$ cat src/rtl/ps2_pkg.sv
// ps2_pkg: shared definitions for the PS/2 receive path and the scancode decoder.
//   - FSM state encoding for the frame receiver
//   - PS/2 frame constants
//   - scancode prefixes consumed by the downstream decoder
//   - odd-parity check helper
package ps2_pkg;

    typedef enum logic [1:0] {
        IDLE   = 2'd0,
        DATA   = 2'd1,
        PARITY = 2'd2,
        STOP   = 2'd3
    } ps2_state_t;

    localparam int         DATA_BITS = 8;
    localparam logic       START_BIT = 1'b0;
    localparam logic       STOP_BIT  = 1'b1;

    localparam logic [7:0] SC_BREAK  = 8'hF0;
    localparam logic [7:0] SC_EXT0   = 8'hE0;
    localparam logic [7:0] SC_EXT1   = 8'hE1;

    // 1 when the data byte plus parity bit do not hold an odd number of ones
    function automatic logic odd_parity_err(input logic [DATA_BITS-1:0] d, input logic p);
        return ~(^{d, p});
    endfunction

endpackage

$ cat src/rtl/ps2_sync_filter.sv
// ps2_sync_filter: brings the raw PS/2 clock into the clk domain, removes
// glitches and produces a one-cycle pulse on each filtered falling edge.
// A second line (the PS/2 data) rides through an identical sync chain so both
// signals see the same synchronizer latency.
//   clk, rst      system clock, async active-high reset
//   i_raw         raw kbclk from the pad
//   i_aux         raw kbdat from the pad
//   o_aux_sync    synchronized kbdat
//   o_fall        one-cycle pulse, filtered kbclk went 1->0
module ps2_sync_filter #(
    parameter int SYNC_STAGES = 2,
    parameter int FILTER_LEN  = 4
) (
    input  logic clk,
    input  logic rst,
    input  logic i_raw,
    input  logic i_aux,
    output logic o_aux_sync,
    output logic o_fall
);

    localparam int CW = $clog2(FILTER_LEN + 1);

    logic [SYNC_STAGES-1:0] r_sync;
    logic [SYNC_STAGES-1:0] r_aux;
    logic [CW-1:0]          r_cnt;
    logic                   r_filt;
    logic                   r_fall;
    logic                   w_sync;

    assign w_sync     = r_sync[SYNC_STAGES-1];
    assign o_aux_sync = r_aux[SYNC_STAGES-1];
    assign o_fall     = r_fall;

    always_ff @(posedge clk or posedge rst) begin
        if (rst) begin
            r_sync <= '1;
            r_aux  <= '1;
        end else begin
            r_sync <= {r_sync[SYNC_STAGES-2:0], i_raw};
            r_aux  <= {r_aux[SYNC_STAGES-2:0], i_aux};
        end
    end

    // Level only moves after FILTER_LEN consecutive disagreeing samples;
    // the fall pulse fires in the same cycle the filtered level drops.
    always_ff @(posedge clk or posedge rst) begin
        if (rst) begin
            r_cnt  <= '0;
            r_filt <= 1'b1;
            r_fall <= 1'b0;
        end else if (w_sync == r_filt) begin
            r_cnt  <= '0;
            r_fall <= 1'b0;
        end else if (r_cnt == CW'(FILTER_LEN - 1)) begin
            r_cnt  <= '0;
            r_filt <= w_sync;
            r_fall <= ~w_sync;
        end else begin
            r_cnt  <= r_cnt + 1'b1;
            r_fall <= 1'b0;
        end
    end

endmodule

$ cat src/rtl/ps2_rx_frame.sv
// ps2_rx_frame: PS/2 frame receiver feeding the scancode decoder.
// Deserializes 11-bit frames (start, 8 data LSB first, odd parity, stop) and
// emits one byte per frame with a single-cycle strobe and error flags.
//   clk, rst     system clock, async active-high reset
//   kbclk, kbdat raw PS/2 lines from the pads (asynchronous)
//   data         last received byte, held until the next strobe
//   valid        one-cycle pulse per completed frame (good or bad)
//   err_parity   with valid: odd-parity check failed
//   err_frame    with valid: stop bit was 0
//   busy         frame in progress
module ps2_rx_frame
    import ps2_pkg::*;
#(
    parameter int SYNC_STAGES    = 2,
    parameter int FILTER_LEN     = 4,
    parameter int TIMEOUT_CYCLES = 50000
) (
    input  logic       clk,
    input  logic       rst,
    input  logic       kbclk,
    input  logic       kbdat,
    output logic [7:0] data,
    output logic       valid,
    output logic       err_parity,
    output logic       err_frame,
    output logic       busy
);

    localparam int TW = $clog2(TIMEOUT_CYCLES);

    logic                 w_fall;
    logic                 w_dat;
    ps2_state_t           r_state;
    logic [2:0]           r_cnt;
    logic [DATA_BITS-1:0] r_shift;
    logic                 r_par;
    logic [TW-1:0]        r_to;
    logic [7:0]           r_data;
    logic                 r_valid;
    logic                 r_perr;
    logic                 r_ferr;

    ps2_sync_filter #(
        .SYNC_STAGES (SYNC_STAGES),
        .FILTER_LEN  (FILTER_LEN)
    ) u_clk_filt (
        .clk        (clk),
        .rst        (rst),
        .i_raw      (kbclk),
        .i_aux      (kbdat),
        .o_aux_sync (w_dat),
        .o_fall     (w_fall)
    );

    always_ff @(posedge clk or posedge rst) begin
        if (rst) begin
            r_state <= IDLE;
            r_cnt   <= '0;
            r_shift <= '0;
            r_par   <= 1'b0;
            r_to    <= '0;
            r_data  <= '0;
            r_valid <= 1'b0;
            r_perr  <= 1'b0;
            r_ferr  <= 1'b0;
        end else begin
            // flags are only meaningful alongside the strobe
            r_valid <= 1'b0;
            r_perr  <= 1'b0;
            r_ferr  <= 1'b0;
            if (w_fall) begin
                // a fall wins over a coincident timeout
                r_to <= '0;
                case (r_state)
                    IDLE: begin
                        if (w_dat == START_BIT) begin
                            r_state <= DATA;
                            r_cnt   <= '0;
                        end
                    end
                    DATA: begin
                        r_shift[r_cnt] <= w_dat;
                        r_cnt          <= r_cnt + 3'd1;
                        if (r_cnt == 3'd7)
                            r_state <= PARITY;
                    end
                    PARITY: begin
                        r_par   <= w_dat;
                        r_state <= STOP;
                    end
                    STOP: begin
                        r_data  <= r_shift;
                        r_valid <= 1'b1;
                        r_perr  <= odd_parity_err(r_shift, r_par);
                        r_ferr  <= (w_dat != STOP_BIT);
                        r_state <= IDLE;
                    end
                    default: r_state <= IDLE;
                endcase
            end else if (r_state != IDLE) begin
                if (r_to == TW'(TIMEOUT_CYCLES - 1)) begin
                    // abandon the partial frame silently
                    r_state <= IDLE;
                    r_to    <= '0;
                    r_shift <= '0;
                end else begin
                    r_to <= r_to + 1'b1;
                end
            end
        end
    end

    assign data       = r_data;
    assign valid      = r_valid;
    assign err_parity = r_perr;
    assign err_frame  = r_ferr;
    assign busy       = (r_state != IDLE);

endmodule

$ cat config.mk
export PLATFORM = sky130hd
export DESIGN_NAME = ps2_rx_frame
export DESIGN_NICKNAME = d
export VERILOG_FILES = /design/src/rtl/ps2_pkg.sv /design/src/rtl/ps2_sync_filter.sv /design/src/rtl/ps2_rx_frame.sv
export SDC_FILE = /design/constraint.sdc
export NUM_CORES = 1
export LEC_CHECK = 0
export CORE_UTILIZATION = 50
export DETAILED_ROUTE_END_ITERATION = 7
export PLACE_DENSITY = 0.71
export SYNTH_ARGS = -nofsm -noshare
export SYNTH_HDL_FRONTEND = slang
export SYNTH_SLANG_ARGS = --single-unit
$ cat constraint.sdc
create_clock -name clk -period 2 [get_ports clk]
set_clock_uncertainty 0.2 [all_clocks]
set_input_delay 0.4 -clock clk [delete_from_list [all_inputs] [get_ports clk]]
set_output_delay 0.4 -clock clk [all_outputs]
set_load 0.03 [all_outputs]
Word-level counts from Yosys, hierarchy flattened
Cells that the tools add are included.
{"block": "totals", "wordCells": 75, "out_inout_bits": 12, "regBits": 50, "input_bits": 4}
{"block": "classes", "n_addsub": 3, "n_lt_le_gt_ge": 2, "reduce_logical": 13, "eq_ne": 11, "mux": 28, "n_bitwise": 4}
{"operator": "2-to-1 mux 16 bit", "count": 3}
{"operator": "2-to-1 mux 8 bit", "count": 4}
{"operator": "adder 16 x 1 -> 16 bit, second input constant", "count": 1}
{"operator": "== test 16 bit, second input constant", "count": 1}
{"operator": "2-to-1 mux 2 bit", "count": 5}
{"operator": "2-to-1 mux 1 bit", "count": 9}
{"operator": "2-to-1 mux 3 bit", "count": 3}
{"operator": "parity 9 bit", "count": 1}
{"operator": "bitwise mux 8 bit", "count": 1}
{"operator": "case mux 2 bit (4 select lines)", "count": 1}
{"operator": "nonzero test 2 bit", "count": 4}
{"operator": "adder 3 x 1 -> 3 bit, second input constant", "count": 2}
{"operator": "inequality test 3 bit, second input constant", "count": 2}
{"operator": "case mux 3 bit (2 select lines)", "count": 1}
{"operator": "AND reduction 2 bit", "count": 3}
{"operator": "AND reduction 3 bit", "count": 2}
{"operator": "== test 2 bit, second input constant", "count": 2}
{"operator": "less-than comparator 3 x 4 -> 1 bit, second input constant", "count": 1}
{"operator": "inequality test 2 bit, second input constant", "count": 2}
{"operator": "NOT 1 bit", "count": 4}
{"operator": "AND reduction 4 bit", "count": 1}
{"operator": "demux 1 bit (select 3 bit)", "count": 1}
{"operator": "== test 3 x 2 -> 1 bit, second input constant", "count": 1}
{"operator": "== test 3 bit, second input constant", "count": 1}
{"operator": "5 further kinds", "count": 5}

Depth between registers and ports, before layout
Gate-level depths: netlist (run 1).
{"block": "depth", "depth_word": 7, "mapped_depth": 8, "mapped_depth_nobuf": 6}

Cells and area by module
A second synthesis (run 1) with hierarchy kept.
{"block": "hier_totals", "cells_unflattened": 213, "area_unflattened_um2": 2496.1}
{"module": "ps2_rx_frame", "seq_area_each_um2": 1026.0, "instances": 1, "cells_per_inst": 195, "area_each_um2": 2174.6}
{"module": "ps2_sync_filter", "seq_area_each_um2": 231.5, "instances": 1, "cells_per_inst": 18, "area_each_um2": 321.6}

Worst setup path before layout (run 1)
Ideal clock, no wire load.
{"block": "synth_path", "kind": "register -> register", "from": "reg r_state[0]", "to": "reg r_to[15]", "required_ps": 1727, "setup_ps": 73, "setup_slack_ps": 57, "n_path_buf": 0, "arrival_ps": 1670, "period_less_slack_ps": 1943, "path_stages_with_launch": 7, "cell_sequence": "dfrtp_1 > inv_1 > ha_1 > or2b_1 > nand3_2 > or4_4 > a21oi_2"}
{"block": "synth_via", "elab_chain_len": 2}
{"item": "from (decl)", "line_no": "ps2_rx_frame.sv:33", "text": "ps2_state_t r_state;"}
{"item": "from (signal assigned)", "line_no": "ps2_rx_frame.sv:57", "text": "r_state <= IDLE;"}
{"item": "from (signal assigned)", "line_no": "ps2_rx_frame.sv:77", "text": "r_state <= DATA;"}
{"item": "from (signal assigned)", "line_no": "ps2_rx_frame.sv:85", "text": "r_state <= PARITY;"}
{"item": "nonzero test 2 bit", "line_no": "ps2_rx_frame.sv:100", "text": "end else if (r_state != IDLE) begin"}
{"item": "nonzero test 2 bit (no source line)"}
{"item": "to (signal assigned)", "line_no": "ps2_rx_frame.sv:107", "text": "r_to <= r_to + 1'b1;"}
{"item": "to (decl)", "line_no": "ps2_rx_frame.sv:37", "text": "logic [TW-1:0] r_to;"}
Every way passes these cells.
A chain may end at the register's enable or synchronous reset.

Final worst setup path (run 1)
{"block": "layout_path", "from": "reg r_data[2] (netlist: data[2])", "to": "out data[2]"}
{"item": "from (decl)", "line_no": "ps2_rx_frame.sv:38", "text": "logic [7:0] r_data;"}
{"item": "from (signal assigned)", "line_no": "ps2_rx_frame.sv:92", "text": "r_data <= r_shift;"}
{"item": "to (decl)", "line_no": "ps2_rx_frame.sv:22", "text": "output logic [7:0] data,"}
No word-level cell between the ends.

==> metrics.yaml, run 1 <==
status: "complete, no violations"
min_path_cells: 0
syn_area_per_cell_sq_um: 10.68
drt-initial-drc-count: 91
cp-start-kind: "flip-flop"
post-dp-hpwl_um: 2969
synth.yosys.seq_area_share: 0.5210
finalCritPeriodShare: 0.9597
synth_flop_cell: "dfrtp_1"
clock_latency_ps: 300
worstPathRequired_ps: 1400
cts_root_buf: "clkbuf_8"
rsz0062_at_grt: "false"
p_leak_nw: 1.286
grt_pass1_wl_um: 7652
holdPathEnd: "u_clk_filt.r_aux[1]"
setup_viol: 0
coreArea_sq_mm: 0.004504
worst_slack_ps: 80.63
grt_usage: 0.1922
grt.overflow.total: 0
cp_num_buf_inv: 1
clockBufferDepth: 2
synth.distinct_cells: 43
rows: 24
initial_core_util: 0.5358
slew_headroom: 0.7503
hold_slack_ps: 157.4
maxCapViolCount: 0
stdcell_count: 306
syn-num-nets: 238
peakVddDrop_mv: 0.5413
die_width_um: 71.48
yosys_register_bits: 50
min_path_type: "reg2reg"
ff2ff_setup_slack_ps: 140
drcViolationCount: 0
numCtsBuffers: 5
tightest_slew_ps: 373.6
io_pins: 16
worstPathArrival_ps: 1320
min_from: "u_clk_filt.r_aux[0]"
critPathSlowestCell: "clkdlybuf4s50_1"
insertedDiodeCount: 0
cts_tree: "built"
route.vias.total: 1742
async_flop_share: 1.000
endpoint_kind: "output pin"
synth_warnings: 0
die_area_sq_mm: 0.005109
wl_per_cell_um: 13.65
antenna_found_initial: 0
die_y_um: 71.48
synth_edf_count: 0
htree_levels: 2
r2r-end: "r_to[12]"
drive_above_1_share: 0.1969
layout_min_cycle_time_ps: 1919
clock_sinks: 50
final_core_util: 0.6325
syn_inst: 226
syn2layout_area_growth_pct: 18.04
vias_per_cell: 5.693
fmax_mhz: 521.0
postRouteAntennaNets: 0
finalMaxSlewViolations: 0
grt_max_degree: 51
r2r_start: "r_to[0]"
finalNetCount: 265
crit_type: "reg2out"
wl_um: 4177
powerDensity_mw_per_mm2: 925.7
finalHoldViolCount: 0
tns_ps: 0
clk_pin_slew_ps: 90
post_cts_buffers: 0
crit_family: "buffers and inverters"
portBuffers: 15
reg2regPathDepth: 6
total_power_mw: 2.637
netlist_area_sq_mm: 0.002414
placed_cell_area_sq_mm: 0.002709
place_ws_ps: 37.36
place_congestion: 0.8168
dpl.cell_count: 298
firstDrtPassIters: 4
final_cell_area_sq_mm: 0.002849
critPathMaxStageDelay_ps: 670
grt_pass1_vias: 1643
crit_chain: "clkdlybuf4s50_1"
cp_max_fo: 2
==> cells in the final DEF (no fill, tap or decap), types with 3 or more instances in the layout <==
cell type / instances
dfrtp_1: 45
o21ai_0: 25
nand2_1: 16
clkdlybuf4s50_1: 14
nand3_1: 13
buf_4: 13
nor2_1: 12
mux2_2: 11
a21oi_1: 10
nand4_1: 9
xnor2_1: 7
ha_1: 7
or3_1: 6
xor2_1: 5
clkbuf_8: 5
dfstp_2: 5
nor2b_1: 4
inv_1: 4
and3_1: 3
nand2b_1: 3
==> state kept, by name, indices dropped and copies added (netlist names) <==
register / count
data: 8
err_frame: 1
err_parity: 1
r_cnt: 3
r_par: 1
r_shift: 8
r_state: 2
r_to: 16
u_clk_filt.o_fall: 1
u_clk_filt.r_aux: 2
u_clk_filt.r_cnt: 3
u_clk_filt.r_filt: 1
u_clk_filt.r_sync: 2
valid: 1
==> synth_stat cells, types with 3 or more instances <==
| cell type | n | area (sq um) |
|---|---|---|
| xnor2_1 | 7 | 61.31 |
| or3_1 | 6 | 37.54 |
| ha_1 | 8 | 100.1 |
| xor2_1 | 5 | 43.79 |
| nor2_1 | 12 | 45.04 |
| clkbuf_1 | 5 | 18.77 |
| mux2_2 | 11 | 123.9 |
| inv_1 | 6 | 22.52 |
| nand3_1 | 13 | 65.06 |
| dfstp_2 | 5 | 131.4 |
| a21oi_1 | 10 | 50.05 |
| nand2b_1 | 3 | 18.77 |
| nand2_1 | 16 | 60.06 |
| o21ai_0 | 25 | 125.1 |
| dfrtp_1 | 45 | 1126 |
| and3_1 | 3 | 18.77 |
| nor2b_1 | 4 | 25.02 |
| nand4_1 | 9 | 56.30 |
==> where the power goes <==
part           leakage, nW  internal (mW)  switching, mW
combinational        0.573          0.334          0.319
sequential           0.662           1.15          0.148
clock               0.0514          0.373          0.314
==> cells by family (layout without fill, tap and decap cells) <==
family | count (synthesis) | count (layout) | synth area share
AND/OR/NAND/NOR | 84 | 84 | 0.1996
flip-flops | 50 | 50 | 0.5210
AO/OA/AOI/OAI | 45 | 45 | 0.1047
buffers and inverters | 15 | 43 | 0.02903
XOR/XNOR | 13 | 13 | 0.05288
multiplexers | 11 | 11 | 0.05132
adder cells (fa/ha/maj) | 8 | 8 | 0.04147
==> repair_timing <==
action | CTS | global route
endpoints found under the setup margin | 0 | 10
hold buffers | 0 | 0
gates resized for setup | 0 | 6
==> final cells by class <==
type	count	area (sq um)
Sequential cell	50	1257
Clock inverter	2	37.54
Multi-Input combinational cell	161	1116
Fill cell	371	1655
Timing Repair Buffer	29	277.8
Inverter	6	22.52
Tap cell	52	65.06
Clock buffer	6	72.57
==> layer usage <==
layer  GRT usage  vias to the layer above  wire (um)
li1            -                      868          -
met1      0.2713                      845       2140
met2      0.3037                       25       1878
met3     0.03797                        4        112
met4     0.05882                        0         45
met5           0                        -          0
==> worst max path at each step <==
stage	from	cells past startpoint	endpoint
floorplan	r_state[0]	6	r_to[15]
global placement	r_state[0]	6	r_to[15]
detailed placement	r_state[1]	6	r_to[15]
CTS	r_state[1]	5	busy
global route	r_state[0]	5	busy
finish	data[2]	1	data[2]
No activity file was read; power rests on OpenSTA's default activity.
==> run 2: changes to the inputs <==
--- a/config.mk
+++ b/config.mk
@@ -5,6 +5,7 @@
 export SDC_FILE = /design/constraint.sdc
 export NUM_CORES = 1
 export LEC_CHECK = 0
+export ABC_CLOCK_PERIOD_IN_PS = 2000
 export CORE_UTILIZATION = 50
 export DETAILED_ROUTE_END_ITERATION = 7
 export PLACE_DENSITY = 0.71
==> results of run 2 <==
No change in the layout: final DEF, timing and power equal those of run 1.
==> run 3: changes to the inputs <==
--- a/config.mk
+++ b/config.mk
@@ -12,3 +12,4 @@
 export SYNTH_ARGS = -nofsm -noshare
 export SYNTH_HDL_FRONTEND = slang
 export SYNTH_SLANG_ARGS = --single-unit
+export TNS_END_PERCENT = 50
==> results of run 3 <==
No change in the layout: final DEF, timing and power equal those of run 1.
